### src/rtl/quadrature_input_decoder.sv
// quadrature_input_decoder
//   Front end for the encoder-driven PWM stage. Each raw encoder pin passes
//   through a two-flop synchroniser and a debounce filter. The filtered code
//   {a_filt,b_filt} is decoded into one-cycle step pulses with a direction,
//   and a wrap-around signed position count is kept.
//
//   Optional feature macro: QUAD_X4_EN
//     defined   : x4 decoding, every legal transition is a step.
//     undefined : x1 decoding, a step only on entry into code 00
//                 (from 10 = up, from 01 = down).
//
//   Output protocol: step_valid is a single-cycle pulse with no backpressure.
//   step_up is valid whenever step_valid is high and holds its value until
//   the next step. position and err_flag update on the same edge as
//   step_valid. dbg_state exposes the decoder FSM (0 = UNPRIMED, 1 = RUN).
module quadrature_input_decoder #(
   parameter int DEBOUNCE_CYCLES = 4,
   parameter int POS_WIDTH       = 8
) (
   input  logic                 clk,
   input  logic                 rst_n,
   input  logic                 enc_a_raw,
   input  logic                 enc_b_raw,
   input  logic                 pos_clr,
   input  logic                 err_clr,
   output logic                 step_valid,
   output logic                 step_up,
   output logic [POS_WIDTH-1:0] position,
   output logic                 err_flag,
   output logic                 a_filt,
   output logic                 b_filt,
   output logic                 dbg_state
);

   // Debounce counter only needs to reach DEBOUNCE_CYCLES-1.
   localparam int CNT_W = (DEBOUNCE_CYCLES > 1) ? $clog2(DEBOUNCE_CYCLES) : 1;
   localparam logic [CNT_W-1:0] DB_LAST = CNT_W'(DEBOUNCE_CYCLES - 1);

   // Priming window covers the full sync + filter pipeline so that whatever
   // code the pins sit at after reset reaches prev before decoding starts.
   localparam int PRIME_CYCLES = 3 + DEBOUNCE_CYCLES;
   localparam int SET_W        = $clog2(PRIME_CYCLES + 1);
   localparam logic [SET_W-1:0] SETTLE_LAST = SET_W'(PRIME_CYCLES - 1);

   typedef enum logic {
      ST_UNPRIMED = 1'b0,
      ST_RUN      = 1'b1
   } dec_state_t;

   logic [1:0]       a_sync;
   logic [1:0]       b_sync;
   logic [CNT_W-1:0] a_cnt;
   logic [CNT_W-1:0] b_cnt;

   dec_state_t       state_q;
   dec_state_t       state_d;
   logic [SET_W-1:0] settle_q;
   logic [SET_W-1:0] settle_d;
   logic [1:0]       prev_q;
   logic [1:0]       cur_code;

   logic             legal;
   logic             illegal;
   logic             dir_up;
   logic             fire;

   assign cur_code  = {a_filt, b_filt};
   assign dbg_state = state_q;

   // Two-flop synchronisers for the asynchronous encoder pins.
   always_ff @(posedge clk or negedge rst_n) begin
      if (!rst_n) begin
         a_sync <= 2'b00;
         b_sync <= 2'b00;
      end else begin
         a_sync <= {a_sync[0], enc_a_raw};
         b_sync <= {b_sync[0], enc_b_raw};
      end
   end

   // Channel A debounce: accept a new level after DEBOUNCE_CYCLES stable clocks.
   always_ff @(posedge clk or negedge rst_n) begin
      if (!rst_n) begin
         a_cnt  <= '0;
         a_filt <= 1'b0;
      end else if (a_sync[1] == a_filt) begin
         a_cnt <= '0;
      end else if (a_cnt == DB_LAST) begin
         a_filt <= a_sync[1];
         a_cnt  <= '0;
      end else begin
         a_cnt <= a_cnt + CNT_W'(1);
      end
   end

   // Channel B debounce: same filter, fully independent of channel A.
   always_ff @(posedge clk or negedge rst_n) begin
      if (!rst_n) begin
         b_cnt  <= '0;
         b_filt <= 1'b0;
      end else if (b_sync[1] == b_filt) begin
         b_cnt <= '0;
      end else if (b_cnt == DB_LAST) begin
         b_filt <= b_sync[1];
         b_cnt  <= '0;
      end else begin
         b_cnt <= b_cnt + CNT_W'(1);
      end
   end

   // Decoder FSM state, settle counter and previous-code registers.
   always_ff @(posedge clk or negedge rst_n) begin
      if (!rst_n) begin
         state_q  <= ST_UNPRIMED;
         settle_q <= '0;
         prev_q   <= 2'b00;
      end else begin
         state_q  <= state_d;
         settle_q <= settle_d;
         prev_q   <= cur_code;
      end
   end

   // Next state and transition classification (defaults first).
   always_comb begin
      state_d  = state_q;
      settle_d = settle_q;
      legal    = 1'b0;
      illegal  = 1'b0;
      dir_up   = 1'b0;
      fire     = 1'b0;
      case (state_q)
         ST_UNPRIMED: begin
            if (settle_q == SETTLE_LAST) begin
               state_d = ST_RUN;
            end else begin
               settle_d = settle_q + SET_W'(1);
            end
         end
         ST_RUN: begin
            // {prev, cur}: up order is 00 -> 01 -> 11 -> 10 -> 00.
            case ({prev_q, cur_code})
               4'b00_01, 4'b01_11, 4'b11_10, 4'b10_00: begin
                  legal  = 1'b1;
                  dir_up = 1'b1;
               end
               4'b00_10, 4'b10_11, 4'b11_01, 4'b01_00: begin
                  legal = 1'b1;
               end
               4'b00_11, 4'b11_00, 4'b01_10, 4'b10_01: begin
                  illegal = 1'b1;
               end
               default: ;
            endcase
         end
         default: begin
            state_d = ST_UNPRIMED;
         end
      endcase
`ifdef QUAD_X4_EN
      fire = legal;
`else
      fire = legal && (cur_code == 2'b00);
`endif
   end

   // Step pulse and held direction.
   always_ff @(posedge clk or negedge rst_n) begin
      if (!rst_n) begin
         step_valid <= 1'b0;
         step_up    <= 1'b0;
      end else begin
         step_valid <= fire;
         if (fire) begin
            step_up <= dir_up;
         end
      end
   end

   // Wrap-around position count; a coincident clear beats the step.
   always_ff @(posedge clk or negedge rst_n) begin
      if (!rst_n) begin
         position <= '0;
      end else if (pos_clr) begin
         position <= '0;
      end else if (fire) begin
         if (dir_up) begin
            position <= position + POS_WIDTH'(1);
         end else begin
            position <= position - POS_WIDTH'(1);
         end
      end
   end

   // Sticky illegal-transition flag; a coincident set beats the clear.
   always_ff @(posedge clk or negedge rst_n) begin
      if (!rst_n) begin
         err_flag <= 1'b0;
      end else if (illegal) begin
         err_flag <= 1'b1;
      end else if (err_clr) begin
         err_flag <= 1'b0;
      end
   end

endmodule

### config.mk
export PLATFORM = sky130hd
export DESIGN_NAME = quadrature_input_decoder
export DESIGN_NICKNAME = d
export VERILOG_FILES = /design/src/rtl/quadrature_input_decoder.sv
export SDC_FILE = /design/constraint.sdc
export NUM_CORES = 1
export LEC_CHECK = 0
export BUFFER_PORTS_ARGS = -buffer_cell sky130_fd_sc_hd__buf_2
export CORE_MARGIN = 1
export CORE_UTILIZATION = 59
export DETAILED_ROUTE_END_ITERATION = 7
export PLACE_DENSITY = 0.93
export SLEW_MARGIN = 5
export SYNTH_ARGS = -nofsm -noshare
export SYNTH_HDL_FRONTEND = slang
export SYNTH_SLANG_ARGS = --single-unit
### constraint.sdc
create_clock -name clk -period 3.9 [get_ports clk]
set_input_delay 0.195 -clock clk [delete_from_list [all_inputs] [get_ports clk]]
set_output_delay 0.195 -clock clk [all_outputs]
set_load 0.03 [all_outputs]
==> metrics.md <==
| Metric | Value |
|---|---|
| Slew Limit Headroom | `61.8%` |
| Clock skew | `2.68 ps` |
| CTS clk-pin slew, worst paths | `160 ps` |
| Avg Inst Size Synth | `11.3 sq um` |
| Die area | `2490 sq um` |
| Syn Nets | `137` |
| Fmax | `395 MHz` |
| Static Leakage | `0.745 nW` |
| Minimum clock period | `2530 ps` |
| DRT iter0 DRCs | `9` |
| Synthesized area | `1360 sq um` |
| Largest net degree at the start of global routing | `28` |
| Initial Util | `65.8%` |
| Vias/cell | `5.37` |
| Wire length per cell | `13.1 um` |
| Nets | `162` |
| Site Rows | `16` |
| Vias | `918` |
| Flops & latches, synth | `27` |
| Post-synthesis compound-gate area fraction | `9.59%` |
| Die Height | `49.9 um` |
| Setup Fix Bufs, Post-CTS | `0` |
| Initial antenna violation count | `0` |
| Global-route wire length before repair | `4020 um` |
| Hold Path Class | `primary input to register` |
| Drt pass-1 iters | `4` |
| Post-synth cell types | `32` |
| Share of layout cells above drive strength 1 | `20.8%` |
| Max IR drop VDD | `0.589 mV` |
| H-tree Lvls | `1` |
| Layout Area Growth over Synthesis | `12.9%` |
| CTS Buffer Depth | `2` |
| Crit path launch type | `register` |
| Clk sinks | `27` |
| Overall Global Routing Usage | `21.4%` |
| Arrival @ worst endpoint | `2760 ps` |
| Worst-margin pin slew | `573 ps` |
| MaxCap Viol Count | `0` |
| CTS root buf | `clkbuf_4` |
| Io pins | `20` |
| Adder-cell share of the synthesized area | `10.7%` |
| Sequential-to-total area share from yosys stat | `49.8%` |
| Most frequent cells in the layout | `27 x dfrtp_1, 19 x buf_2, 10 x ha_1` |
| Synth Warn # | `0` |
| Final hold vios | `0` |
| Post-route cell area | `1530 sq um` |
| ANT cells | `0` |
| Kind of critical path | `register to register` |
| Drt drc | `0` |
| Core box area | `2060 sq um` |
| Antenna Nets Post-Route | `0` |
| Xor-xnor portion of the synthesized cell area | `7.75%` |
| Final setup violation count | `0` |
| Post-Synth Simple-Gate Area | `14.0%` |
| Number of buffers created by CTS | `3` |
| Final Wtd Congestion | `0.910` |
| Dpl hpwl | `1670 um` |
| Mux contribution to synthesized area | `4.70%` |
| Die Width | `49.9 um` |
| PostCTS Resize Cnt | `0` |
| Crit-path max FO | `9` |
| Total power | `1.43 mW` |
| RSZ-0062 raised after global routing | `false` |
| Clk_lat worst skew | `320 ps` |
| Grt total ovfl | `0` |
| Post-DP Area | `1470 sq um` |
| Setup tns final | `0 ps` |
| Final Max Tran Viols | `0` |
| Port buffer count | `19` |
| Run status | `complete, no violations` |
| Syn Inst Count | `120` |
| PD cells | `932 nW/um^2` |
| Period utilisation layout | `64.9%` |
| CTS tree | `built` |
| Post-Route WL | `2240 um` |
| Reg2Reg Setup Slack | `1370 ps` |
| Critical Path RT | `4130 ps` |
| Crit end category | `register` |
| Largest family of logic cells by synthesized area | `simple AND/OR/NAND/NOR gates` |
| Number of global-route vias before repair | `919` |
| Most common cell after layout, fill and taps aside | `dfrtp_1` |
==> cell usage after synthesis, drive strengths merged <==
library cell,count,area share [%]
a2111o,1,0.83
a211oi,1,0.55
a21o,1,0.55
a21oi,5,1.8
a31oi,1,0.46
and2,1,0.46
buf,1,0.83
clkbuf,1,0.28
clkinv,1,0.37
dfrtp,27,50
fa,1,1.5
ha,10,9.2
inv,7,1.9
mux2,3,2.5
mux2i,3,2.2
nand2,7,1.9
nand2b,1,1.0
nand3,5,2.6
nor2,9,2.5
nor2b,5,2.3
nor3,4,1.5
nor4b,2,1.8
o211ai,3,1.7
o21a,3,1.7
o21ai,4,1.5
o31ai,1,0.55
xnor2,7,4.5
xor2,5,3.2
==> repair_timing <==
action | in CTS | in global routing
endpoints found under the setup margin | 0 | 0
hold endpoints to repair | 29 | 0
hold buffers | 3 | 0
==> state kept, by name, indices dropped and copies added (netlist names) <==
name	count
a_cnt	2
b_filt	1
position	8
step_up	1
a_filt	1
err_flag	1
step_valid	1
prev_q	2
b_cnt	2
settle_q	3
b_sync	2
dbg_state	1
a_sync	2
==> layer usage <==
metal  global-route usage, %  part of all wire (%)
met5                       0                     0
met1                    28.1                    46
met4                    4.76                  0.62
met2                    36.9                    51
met3                    3.40                   2.4
==> metrics by stage <==
step                      hold slack [ps]  instances  setup slack [ps]  utilization (%)
after global placement                222        164              1550             71.3
after detailed placement              228        164              1390             71.3
after CTS                            24.0        171              1350             74.3
after global routing                 18.9        171              1160             74.3
after floorplan                      -101        120              1460                -
final                                37.3        171              1370             74.3
==> final timing paths <==
kind                                      from                 endpoint  depth (start not counted)
hold / removal                         err_clr     err_flag$_DFFE_PN0P_                          2
min in group asynchronous                rst_n  settle_q[1]$_DFFE_PN0P_                          2
hold reg to reg            a_sync[0]$_DFF_PN0_      a_sync[1]$_DFF_PN0_                          0
max in group asynchronous                rst_n  position[6]$_DFFE_PN0P_                          2
setup reg to reg            a_filt$_DFFE_PN0P_  position[7]$_DFFE_PN0P_                          8
setup / recovery            a_filt$_DFFE_PN0P_  position[7]$_DFFE_PN0P_                          8
==> critical path, stage by stage (launching register included) <==
cell and delay [ps]:
dfrtp_1 490, xnor2_1 230, nand3_2 230, ha_1 360, a211oi_1 270, o211ai_1 130, o21ai_1 120, mux2i_1 250
mux2_1 340
==> logic make-up (layout without fill, tap and decap cells) <==
logic type | Yosys count | after routing
AO/OA/AOI/OAI | 20 | 20
XOR/XNOR | 12 | 12
adder cells (fa/ha/maj) | 11 | 11
buffers and inverters | 10 | 34
flip-flops | 27 | 27
multiplexers | 6 | 6
AND/OR/NAND/NOR | 34 | 34
==> cell type report <==
| class | instances | area (sq um) |
|---|---|---|
| clock buffer | 3 | 22.5 |
| multi-input combinational | 83 | 634 |
| inverter | 8 | 31.3 |
| fill | 144 | 531 |
| clock inverter | 1 | 8.76 |
| timing repair buffer | 22 | 125 |
| sequential | 27 | 676 |
| tap | 27 | 33.8 |
==> report_power, final <==
part           total, mW  switching, mW  internal, mW
combinational      0.859          0.494         0.365
sequential         0.441         0.0799         0.361
clock              0.128         0.0866        0.0417
No activity file was read; power rests on OpenSTA's default activity.
